<file path="config.mk">
export PLATFORM = sky130hd
export DESIGN_NAME = scoreboard_hazard_unit
export DESIGN_NICKNAME = d
export VERILOG_FILES = /design/src/rtl/hazard_pkg.sv /design/src/rtl/pending_counter.sv /design/src/rtl/scoreboard_hazard_unit.sv
export SDC_FILE = /design/constraint.sdc
export NUM_CORES = 1
export LEC_CHECK = 0
export BUFFER_PORTS_ARGS = -buffer_cell sky130_fd_sc_hd__buf_2
export CAP_MARGIN = 20
export CORE_MARGIN = 5
export CORE_UTILIZATION = 45
export DETAILED_ROUTE_END_ITERATION = 10
export PLACE_DENSITY_LB_ADDON = 0.25
export SKIP_LAST_GASP = 1
export SYNTH_ARGS = -nofsm -noshare
export SYNTH_HDL_FRONTEND = slang
export SYNTH_SLANG_ARGS = --single-unit
</file>
<file path="constraint.sdc">
create_clock -name clk -period 4.7 [get_ports clk]
set_clock_uncertainty 0.15 [all_clocks]
set_input_delay 0.235 -clock clk [delete_from_list [all_inputs] [get_ports clk]]
set_output_delay 0.235 -clock clk [all_outputs]
set_load 0.03 [all_outputs]
</file>
<file path="src/rtl/hazard_pkg.sv">
// -----------------------------------------------------------------------------
// hazard_pkg
// Shared definitions for the scoreboard hazard unit and the ID-stage decoder
// that drives it:
//   - stall_reason_e : one-hot stall cause reported to pipeline control
//   - LAT_*          : producer result latencies used by the decoder
//   - OP_* / FN_*    : opcode / funct values the decoder keys on
//   - clamp_lat      : limits a requested latency to the range [1, max_lat]
// -----------------------------------------------------------------------------
package hazard_pkg;

    typedef enum logic [2:0] {
        RSN_NONE   = 3'b000,
        RSN_RAW    = 3'b001,
        RSN_WAW    = 3'b010,
        RSN_STRUCT = 3'b100
    } stall_reason_e;

    localparam int LAT_ALU  = 1;
    localparam int LAT_LOAD = 2;
    localparam int LAT_MUL  = 4;

    localparam logic [5:0] OP_REGIMM  = 6'h01;
    localparam logic [5:0] OP_BEQ     = 6'h04;
    localparam logic [5:0] OP_BNE     = 6'h05;
    localparam logic [5:0] OP_BLEZ    = 6'h06;
    localparam logic [5:0] OP_BGTZ    = 6'h07;
    localparam logic [5:0] OP_SB      = 6'h28;
    localparam logic [5:0] OP_SW      = 6'h2B;
    localparam logic [5:0] FN_JR      = 6'h08;
    localparam logic [5:0] FN_SYSCALL = 6'h0C;

    // A latency of 0 makes no sense for a producer, so it is treated as 1;
    // anything beyond the tracked range saturates.
    function automatic int clamp_lat(input int lat, input int max_lat);
        if (lat < 1) begin
            return 1;
        end
        if (lat > max_lat) begin
            return max_lat;
        end
        return lat;
    endfunction

endpackage

</file>
<file path="src/rtl/pending_counter.sv">
// -----------------------------------------------------------------------------
// pending_counter
// One scoreboard entry: cycles remaining until the register's in-flight
// result reaches the forwarding network.
//   clk    in   core clock
//   rst_n  in   asynchronous active-low reset
//   load_i in   a new producer of this register issues this cycle
//   lat_i  in   requested latency (clamped to [1, MAX_LAT] on load)
//   cnt_o  out  remaining latency, 0 when nothing is pending
// -----------------------------------------------------------------------------
module pending_counter
    import hazard_pkg::*;
#(
    parameter int MAX_LAT = 8,
    parameter int LAT_W   = $clog2(MAX_LAT + 1)
) (
    input  logic             clk,
    input  logic             rst_n,
    input  logic             load_i,
    input  logic [LAT_W-1:0] lat_i,
    output logic [LAT_W-1:0] cnt_o
);

    logic [LAT_W-1:0] cnt_q;
    logic [LAT_W-1:0] cnt_d;
    logic [LAT_W-1:0] lat_sat;

    // A load wins over the decrement of the previous producer's count.
    always_comb begin
        lat_sat = LAT_W'(clamp_lat(32'(lat_i), MAX_LAT));
        cnt_d   = cnt_q;
        if (load_i) begin
            cnt_d = lat_sat;
        end else if (cnt_q != '0) begin
            cnt_d = cnt_q - LAT_W'(1);
        end
    end

    always_ff @(posedge clk or negedge rst_n) begin
        if (!rst_n) begin
            cnt_q <= '0;
        end else begin
            cnt_q <= cnt_d;
        end
    end

    assign cnt_o = cnt_q;

endmodule

</file>
<file path="src/rtl/scoreboard_hazard_unit.sv">
// -----------------------------------------------------------------------------
// scoreboard_hazard_unit
// ID-stage hazard detector with a per-register pending-latency scoreboard.
// Stalls ID (and bubbles EXE) on RAW hazards, WAW ordering violations and
// occupancy of the unpipelined divider.
//   clk, rst_n                  clock, asynchronous active-low reset
//   id_valid, id_flush          ID holds a real / squashed instruction
//   id_src1, id_src2            source register indices
//   id_src1_used, id_src2_used  source actually read
//   id_is_branch                operands consumed in ID (no EXE forwarding)
//   id_dst, id_dst_we           destination index and write enable
//   id_latency                  issue-to-forwarding latency of the result
//   id_uses_div                 instruction occupies the divider
//   stall                       hold ID, bubble EXE (combinational)
//   stall_reason                one-hot {STRUCT, WAW, RAW}, 0 when not stalled
//   stall_count                 saturating count of stalled cycles
// -----------------------------------------------------------------------------
module scoreboard_hazard_unit
    import hazard_pkg::*;
#(
    parameter int REG_COUNT  = 32,
    parameter int REG_ADDR_W = 5,
    parameter int MAX_LAT    = 8,
    parameter int LAT_W      = $clog2(MAX_LAT + 1),
    parameter int DIV_CYCLES = 16
) (
    input  logic                  clk,
    input  logic                  rst_n,
    input  logic                  id_valid,
    input  logic                  id_flush,
    input  logic [REG_ADDR_W-1:0] id_src1,
    input  logic [REG_ADDR_W-1:0] id_src2,
    input  logic                  id_src1_used,
    input  logic                  id_src2_used,
    input  logic                  id_is_branch,
    input  logic [REG_ADDR_W-1:0] id_dst,
    input  logic                  id_dst_we,
    input  logic [LAT_W-1:0]      id_latency,
    input  logic                  id_uses_div,
    output logic                  stall,
    output logic [2:0]            stall_reason,
    output logic [31:0]           stall_count
);

    localparam int DIV_W = $clog2(DIV_CYCLES + 1);

    logic [LAT_W-1:0] pending [REG_COUNT];
    logic             issue;
    logic             dst_wr;
    logic [LAT_W-1:0] lat_sat;
    logic [LAT_W-1:0] allow;
    logic             raw1;
    logic             raw2;
    logic             waw;
    logic             structural;
    stall_reason_e    reason;
    logic [DIV_W-1:0] div_busy_q;
    logic [DIV_W-1:0] div_busy_d;
    logic [31:0]      stall_count_q;
    logic [31:0]      stall_count_d;

    assign issue  = id_valid && !id_flush && !stall;
    assign dst_wr = id_dst_we && (id_dst != '0);

    // r0 is hardwired zero, so it never has a pending producer.
    assign pending[0] = '0;

    for (genvar r = 1; r < REG_COUNT; r++) begin : g_entry
        pending_counter #(
            .MAX_LAT (MAX_LAT),
            .LAT_W   (LAT_W)
        ) u_cnt (
            .clk    (clk),
            .rst_n  (rst_n),
            .load_i (issue && dst_wr && (id_dst == REG_ADDR_W'(r))),
            .lat_i  (id_latency),
            .cnt_o  (pending[r])
        );
    end

    always_comb begin
        lat_sat = LAT_W'(clamp_lat(32'(id_latency), MAX_LAT));
        // A count of 1 means the producer forwards next cycle into EXE, which
        // a normal consumer can take; a branch reads in ID and must wait it out.
        allow   = id_is_branch ? '0 : LAT_W'(1);
        raw1    = id_src1_used && (id_src1 != '0) && (pending[id_src1] > allow);
        raw2    = id_src2_used && (id_src2 != '0) && (pending[id_src2] > allow);
        // Younger write may not land before an older one to the same register.
        waw     = dst_wr && (pending[id_dst] > lat_sat);
        structural = id_uses_div && (div_busy_q != '0);
        stall   = id_valid && !id_flush && (raw1 || raw2 || waw || structural);

        reason = RSN_NONE;
        if (stall) begin
            if (structural) begin
                reason = RSN_STRUCT;
            end else if (waw) begin
                reason = RSN_WAW;
            end else begin
                reason = RSN_RAW;
            end
        end
    end

    assign stall_reason = reason;

    always_comb begin
        div_busy_d = div_busy_q;
        if (issue && id_uses_div) begin
            div_busy_d = DIV_W'(DIV_CYCLES - 1);
        end else if (div_busy_q != '0) begin
            div_busy_d = div_busy_q - DIV_W'(1);
        end

        stall_count_d = stall_count_q;
        if (stall && (stall_count_q != '1)) begin
            stall_count_d = stall_count_q + 32'd1;
        end
    end

    always_ff @(posedge clk or negedge rst_n) begin
        if (!rst_n) begin
            div_busy_q    <= '0;
            stall_count_q <= '0;
        end else begin
            div_busy_q    <= div_busy_d;
            stall_count_q <= stall_count_d;
        end
    end

    assign stall_count = stall_count_q;

endmodule

</file>
==> results of run 1 <==
-- registers in the layout, indices dropped and copies added (netlist names) --
register / count
div_busy_q: 5
g_entry.u_cnt.cnt_o: 124
stall_count: 32
-- cell usage in the layout (no fill, tap or decap), types with 7 or more instances in the layout --
cell type,count
dfrtp_1,161
mux2i_1,138
inv_1,100
nand2_1,95
mux4_2,73
ha_1,70
xnor2_1,62
buf_2,62
o21ai_0,60
nor2_1,52
a21oi_1,51
nor3_1,42
or3_1,36
buf_4,27
mux2_2,25
nand3_1,19
nand4_1,18
clkbuf_16,17
and3_1,16
nor3_4,16
nand2b_1,13
nor2b_1,11
nor4_4,8
xor2_1,8
o211ai_1,7
-- path summary, 6_finish.rpt --
check / end / depth (start not counted) / slack [ps] / startpoint
setup / recovery: stall_reason[0] / 13 / 210 / g_entry[31].u_cnt.cnt_o[2]$_DFFE_PN0P_
hold / removal: div_busy_q[0]$_DFFE_PN0P_ / 3 / 50 / id_uses_div
setup reg to reg: g_entry[2].u_cnt.cnt_o[3]$_DFFE_PN0P_ / 12 / 270 / g_entry[31].u_cnt.cnt_o[2]$_DFFE_PN0P_
hold reg to reg: stall_count[14]$_DFFE_PN0P_ / 1 / 340 / stall_count[14]$_DFFE_PN0P_
max in group asynchronous: g_entry[12].u_cnt.cnt_o[0]$_DFFE_PN0P_ / 3 / 3030 / rst_n
min in group asynchronous: g_entry[21].u_cnt.cnt_o[2]$_DFFE_PN0P_ / 2 / 220 / rst_n
-- cells by family after synthesis --
| logic type | count (synthesis) | synth area share, % |
|---|---|---|
| compound gates | 158 | 7.64 |
| xor+xnor | 70 | 4.90 |
| fa+ha+maj | 70 | 7.00 |
| buf+inv | 160 | 5.08 |
| flops | 161 | 32.2 |
| mux | 236 | 26.4 |
| simple gates | 353 | 16.7 |
-- per-stage QoR --
stage               setup WS (ps)  utilization, %
finish                        206            50.6
global route                 66.9            50.6
CTS                           117            50.6
detailed placement            147            48.3
global placement              276            48.3
floorplan                    37.0               -
-- report_power, final --
group          switching [µW]  internal (µW)
clock network             722            725
logic                    1950           1980
registers                 934           2000
total                    3600           4710
-- tightest hold or removal path: cells and delay by family --
family | cells | cell delay, ps
compound gates | 1 | 100
buf+inv | 2 | 260
-- repair_timing --
| item | 4_1_cts | 5_1_grt |
|---|---|---|
| endpoints found under the setup margin | 0 | 1 |
| hold buffers | 1 | 0 |
| resized for setup | 0 | 2 |
| endpoints found under the hold margin | 66 | 0 |
-- layout make-up --
class	instances	area, µm²	share of cell area, %
flip-flops and latches	161	4030	28.8
multi-input cells	887	7880	56.3
inverters	102	383	2.74
clock inverters	15	184	1.32
repair buffers	95	614	4.39
clock buffers	17	425	3.04
well taps	378	473	3.38
-- metal layers --
layer | vias up | track usage (%) | part of all wire (%)
met1 | 4944 | 32.5 | 45
met2 | 425 | 34.5 | 45
met5 | - | 0 | 0
met4 | 0 | 7.19 | 2.9
met3 | 66 | 5.04 | 8.0
li1 | 4503 | - | -
-- synth_stat cells (3+ instances only) --
| master | n |
|---|---|
| ha_1 | 70 |
| o21ai_0 | 60 |
| or3_1 | 36 |
| a211oi_1 | 6 |
| buf_4 | 3 |
| clkbuf_1 | 37 |
| mux2i_1 | 138 |
| nand2_1 | 95 |
| nand2b_1 | 13 |
| xor2_1 | 8 |
| mux2_2 | 25 |
| o211ai_1 | 7 |
| nor2b_1 | 12 |
| mux4_2 | 73 |
| or2_2 | 3 |
| a22o_1 | 4 |
| and3_1 | 16 |
| o221ai_1 | 4 |
| nor3_1 | 42 |
| nor2_1 | 52 |
| dfrtp_1 | 161 |
| buf_2 | 7 |
| buf_1 | 9 |
| and4_1 | 5 |
| a22oi_1 | 4 |
| xnor2_1 | 62 |
| a21oi_1 | 52 |
| nor4_4 | 8 |
| nor3_4 | 16 |
| inv_1 | 100 |
| nor3_2 | 4 |
| and2_1 | 6 |
| nand3_1 | 20 |
| nand4_1 | 18 |
==> results.py, run 1 <==
metrics = {
    "routing": {
        "ant_nets": 0,
        "drc_errors": 0,
        "wl_per_cell_um": 21.0,
        "viasPerCell": 6.00,
        "vias": 9938,
        "dr.pass1.iters": 7,
        "drtIter0Drc": 1009,
        "routed_wirelength_um": 34800,
    },
    "grt": {
        "grt_max_degree": 69,
        "grt_overflow_total": 0,
        "antenna_found_initial": 0,
        "first_global_vias": 9535,
        "grtUsageTotal_pct": 22.7,
        "grt_pass1_wl_um": 55300,
    },
    "sta": {
        "relSlewSlack_pct": 44.6,
        "min_period_ps": 4490,
        "finalHoldViolCount": 0,
        "tightest_slew_ps": 830,
        "setup_violations": 0,
        "whs_ps": 45.7,
        "fmax_mhz": 223,
        "fin_tns_setup_ps": 0,
        "fin_crit_sh_pct": 95.6,
        "grt_setup_unrepaired": "false",
        "slew_viol_final": 0,
    },
    "logic_synthesis": {
        "async_flop_share_pct": 100,
        "synth_ff_type": "dfrtp_1",
        "synth_top_area_share_pct": 32.2,
        "postSynthAreaPerCell_um2": 10.4,
        "synth_area_leaders": "dfrtp_1 (32%), mux4_2 (13%), mux2i_1 (11%)",
        "synth_edf_count": 0,
        "seq_area_frac_synth_pct": 32.2,
        "synth_nets": 1306,
        "post_synth_num_cell_types": 60,
        "synth_top_cell_by_area": "dfrtp_1",
        "synth.cell_area_um2": 12500,
        "synth_seq_cells": 161,
        "yosys_warnings": 0,
        "syn_inst": 1208,
    },
    "placement": {
        "place_inst": 1622,
        "port_buffers": 63,
        "place_area_um2": 13400,
        "dp_hpwl_um": 25600,
        "gp_congestion": 0.967,
    },
    "clock_network": {
        "cts_root_buf": "clkbuf_16",
        "cts_made_buffers": 17,
        "cts_tree": "built",
        "clock_latency_ps": 440,
        "cts_buffer_depth": 2,
        "clock_sink_count": 161,
        "cts.clk_slew.worst_paths_ps": 80,
        "post_cts_buffers": 0,
        "cts_max_level": 4,
    },
    "critical_path": {
        "cpMostUsedCell": "mux4_2",
        "critPathKind": "flip-flop to output pin",
        "max_stage_delay_ps": 520,
        "cp_max_fo": 5,
        "crit_family": "multiplexers",
        "arrival_ps": 4110,
        "crit_path_start_kind": "flip-flop",
        "path_buf_inv": 2,
        "crit_required_ps": 4320,
        "crit_path_end_kind": "output pin",
        "crit_path_top_delay_cell": "mux4_2",
        "path_cells": "mux4_2 -> mux4_2 -> mux2_2 -> ha_1 -> nand4_1 -> o211ai_1 -> a21oi_1 -> nand2b_1 -> a41oi_2 -> buf_4 -> a21oi_4 -> nor2b_4 -> buf_2",
    },
    "die": {
        "num_io_pins": 64,
        "fp.dieW_um": 177,
        "coreArea_um2": 27600,
        "initial_core_util_pct": 45.3,
        "dieHeight_um": 177,
        "dieArea_um2": 31200,
        "row_count": 61,
    },
    "power_and_ir_drop": {
        "finalPower_uw": 8320,
        "vdd_drop_max_uv": 326,
        "p_leak_uw": 0.00601,
        "p_per_area_nw_per_um2": 595,
    },
    "final_layout": {
        "syn2layout_area_growth_pct": 11.8,
        "nNetsFinal": 1362,
        "layout.cells.non_filler": 1655,
        "drive_gt1_share_pct": 20.9,
        "fin_area_um2": 14000,
        "n_antenna_cell": 0,
        "n_fill_cell": 2539,
    },
    "job": {
        "max-cap-violations": 0,
    },
    "run_status": {
        "status": "complete, no violations",
    },
    "worst_hold_path": {
        "hp-class": "input port to flip-flop",
    },
}
Power figures use the tool's default switching activity.
==> run 2: changes to the inputs <==
--- a/config.mk
+++ b/config.mk
@@ -5,6 +5,7 @@
 export SDC_FILE = /design/constraint.sdc
 export NUM_CORES = 1
 export LEC_CHECK = 0
+export ABC_AREA = 1
 export BUFFER_PORTS_ARGS = -buffer_cell sky130_fd_sc_hd__buf_2
 export CAP_MARGIN = 20
 export CORE_MARGIN = 5
==> results.py, run 2 <==
metrics = {
    "clock_network": {
        "cts_buffer_depth": 2,
        "cts_root_buf": "clkbuf_16",
        "cts_tree": "built",
        "post_cts_buffers": 0,
        "clock_sink_count": 161,
        "cts_max_level": 4,
        "clock_latency_ps": 460,
        "cts.clk_slew.worst_paths_ps": 60,
        "cts_made_buffers": 17,
    },
    "sta": {
        "slew_viol_final": 0,
        "relSlewSlack_pct": 39.2,
        "setup_violations": 0,
        "fin_crit_sh_pct": 92.2,
        "grt_setup_unrepaired": "false",
        "fmax_mhz": 231,
        "min_period_ps": 4340,
        "finalHoldViolCount": 0,
        "tightest_slew_ps": 908,
        "fin_tns_setup_ps": 0,
    },
    "critical_path": {
        "arrival_ps": 3950,
        "crit_start": "id_src1[1]",
        "reg2reg_from": "g_entry[19].u_cnt.cnt_o[2]$_DFFE_PN0P_",
        "path_cells": "buf_2 -> inv_2 -> nand2_2 -> inv_1 -> nand2_1 -> o221ai_1 -> nand2_1 -> nand2_1 -> o211a_1 -> a31oi_1 -> ha_1 -> or2_2 -> nand2_1 -> nor2_1 -> nand2_1 -> nand2_1 -> nand3_1 -> nand2_1 -> inv_2 -> nand3_1 -> inv_1 -> buf_2",
        "crit_path_end_kind": "output pin",
        "max_stage_delay_ps": 400,
        "crit_family": "simple AND/OR/NAND/NOR gates",
        "crit_path_start_kind": "input port",
        "rr_worst_depth": 20,
        "crit_path_top_delay_cell": "nand2_2",
        "cpMostUsedCell": "nand2_1",
        "reg2reg_to": "g_entry[26].u_cnt.cnt_o[1]$_DFFE_PN0P_",
        "crit_required_ps": 4320,
        "cp_max_fo": 14,
        "critPathKind": "input port to output pin",
        "r2r_slack_ps": 960,
        "path_buf_inv": 6,
    },
    "logic_synthesis": {
        "async_flop_share_pct": 100,
        "synth_nets": 2175,
        "yosysMostFrequentCell": "nand2_1",
        "synth_edf_count": 0,
        "post_synth_num_cell_types": 48,
        "synth_ff_type": "dfrtp_1",
        "synth_area_leaders": "dfrtp_1 (29%), nand2_1 (16%), nand3_1 (8.8%)",
        "synth_top_cell_by_area": "dfrtp_1",
        "synth_seq_cells": 161,
        "syn_inst": 2077,
        "synth_top_area_share_pct": 29.4,
        "synthTopCellsByCount": "nand2_1 (583), inv_1 (298), nand3_1 (241), dfrtp_1 (161), nor2_1 (127)",
        "postSynthAreaPerCell_um2": 6.59,
        "yosys_warnings": 0,
        "synth.cell_area_um2": 13700,
        "seq_area_frac_synth_pct": 29.4,
    },
    "die": {
        "num_io_pins": 64,
        "coreArea_um2": 29900,
        "initial_core_util_pct": 45.8,
        "dieHeight_um": 184,
        "dieArea_um2": 34000,
        "fp.dieW_um": 184,
        "row_count": 63,
    },
    "routing": {
        "dr.pass1.iters": 9,
        "ant_nets": 0,
        "viasPerCell": 5.85,
        "wl_per_cell_um": 20.2,
        "vias": 14800,
        "drtIter0Drc": 1769,
        "drc_errors": 0,
        "routed_wirelength_um": 51000,
    },
    "final_layout": {
        "nNetsFinal": 2225,
        "syn2layout_area_growth_pct": 10.3,
        "final_util_pct": 50.5,
        "n_fill_cell": 3061,
        "largest_register_ffs": 124,
        "drive_gt1_share_pct": 8.04,
        "fin_area_um2": 15100,
        "final_common_cell": "nand2_1",
        "layout_common_cells": "nand2_1 (583), inv_1 (298), nand3_1 (241), dfrtp_1 (161), nor2_1 (127)",
        "n_antenna_cell": 0,
    },
    "placement": {
        "gp_congestion": 1.11,
        "port_buffers": 63,
        "place_area_um2": 14500,
        "dp_hpwl_um": 37000,
    },
    "worst_hold_path": {
        "hp-class": "input port to flip-flop",
        "hold_path_end": "div_busy_q[1]$_DFFE_PN0P_",
        "holdCritStartpoint": "id_uses_div",
        "holdPathStages": 5,
    },
    "run_status": {
        "status": "complete, no violations",
    },
    "grt": {
        "first_global_vias": 14000,
        "grt_pass1_wl_um": 80000,
        "grt_overflow_total": 0,
        "grtUsageTotal_pct": 30.1,
        "grt_max_degree": 85,
        "antenna_found_initial": 1,
    },
    "power_and_ir_drop": {
        "vdd_drop_max_uv": 307,
        "p_per_area_nw_per_um2": 603,
        "p_leak_uw": 0.00801,
        "finalPower_uw": 9100,
    },
    "job": {
        "max-cap-violations": 0,
    },
}
## run 2: changes by cell type in the layout (fill, tap and decap cells not counted), sizes merged, moves of 50 or more
| cell | delta |
|---|---|
| nand3 | +221 |
| o22ai | +53 |
| mux2i | -131 |
| nand4 | +60 |
| inv | +207 |
| nand2 | +496 |
| mux4 | -73 |
| xor2 | +75 |
| xnor2 | -50 |
| nor2 | +85 |
## run 2: kinds of logic after synthesis
group / share of synthesized area, %
AND/OR/NAND/NOR: 34.3
flip-flops: 29.4
XOR/XNOR: 6.08
AO/OA/AOI/OAI: 11.6
adder cells (fa/ha/maj): 6.40
buffers and inverters: 11.5
multiplexers: 0.594
## run 2: metal layers
metal  share of wire (%)  vias to the layer above  GRT usage, %
met5               0.022                        -             0
met4                 5.6                        2          14.0
met3                 9.5                      225          6.26
met2                  43                      752          46.1
met1                  42                     6908          40.7
li1                    -                     6910             -
## run 2: what timing repair did
item	4_1_cts	5_1_grt
hold endpoints to repair	82	0
setup endpoints to repair	0	0
gates resized for setup	0	0
hold buffers	3	0
## run 2: tightest hold or removal path, stage by stage
cell and delay, ps:
buf_2 100, inv_1 70, nor2_1 70, inv_1 130
nand2_1 60
## run 2: report_power, final
part	leakage, µW	switching, µW	internal (µW)
clock network	0.000287	646	808
logic	0.00577	3230	1770
registers	0.00196	608	2040
total	0.00801	4480	4610
## run 2: final cells by class
cell class | count | area [µm²] | share of cell area (%)
timing repair buffer | 108 | 704 | 4.67
clock buffer | 19 | 443 | 2.93
multi-input combinational | 1523 | 8090 | 53.6
inverter | 316 | 1190 | 7.89
sequential | 161 | 4030 | 26.7
tap | 390 | 488 | 3.23
clock inverter | 13 | 153 | 1.01
## run 2: worst max-delay path by stage
stage	endpoint	slack, ps	cells past startpoint
CTS	stall_reason[1]	520	22
detailed placement	stall_count[4]$_DFFE_PN0P_	450	22
global route	stall_reason[1]	280	22
finish	stall_reason[1]	360	22
global placement	stall_count[2]$_DFFE_PN0P_	470	22
floorplan	stall_reason[1]	1340	19
## run 2: metrics by stage
stage          hold slack [ps]  cells  setup slack, ps
2_1_floorplan             -211   2077             1340
3_3_place_gp               184   2495              472
3_5_place_dp               191   2495              445
4_1_cts                    101   2530              524
5_1_grt                    152   2530              281
6_report                   108   2530              365
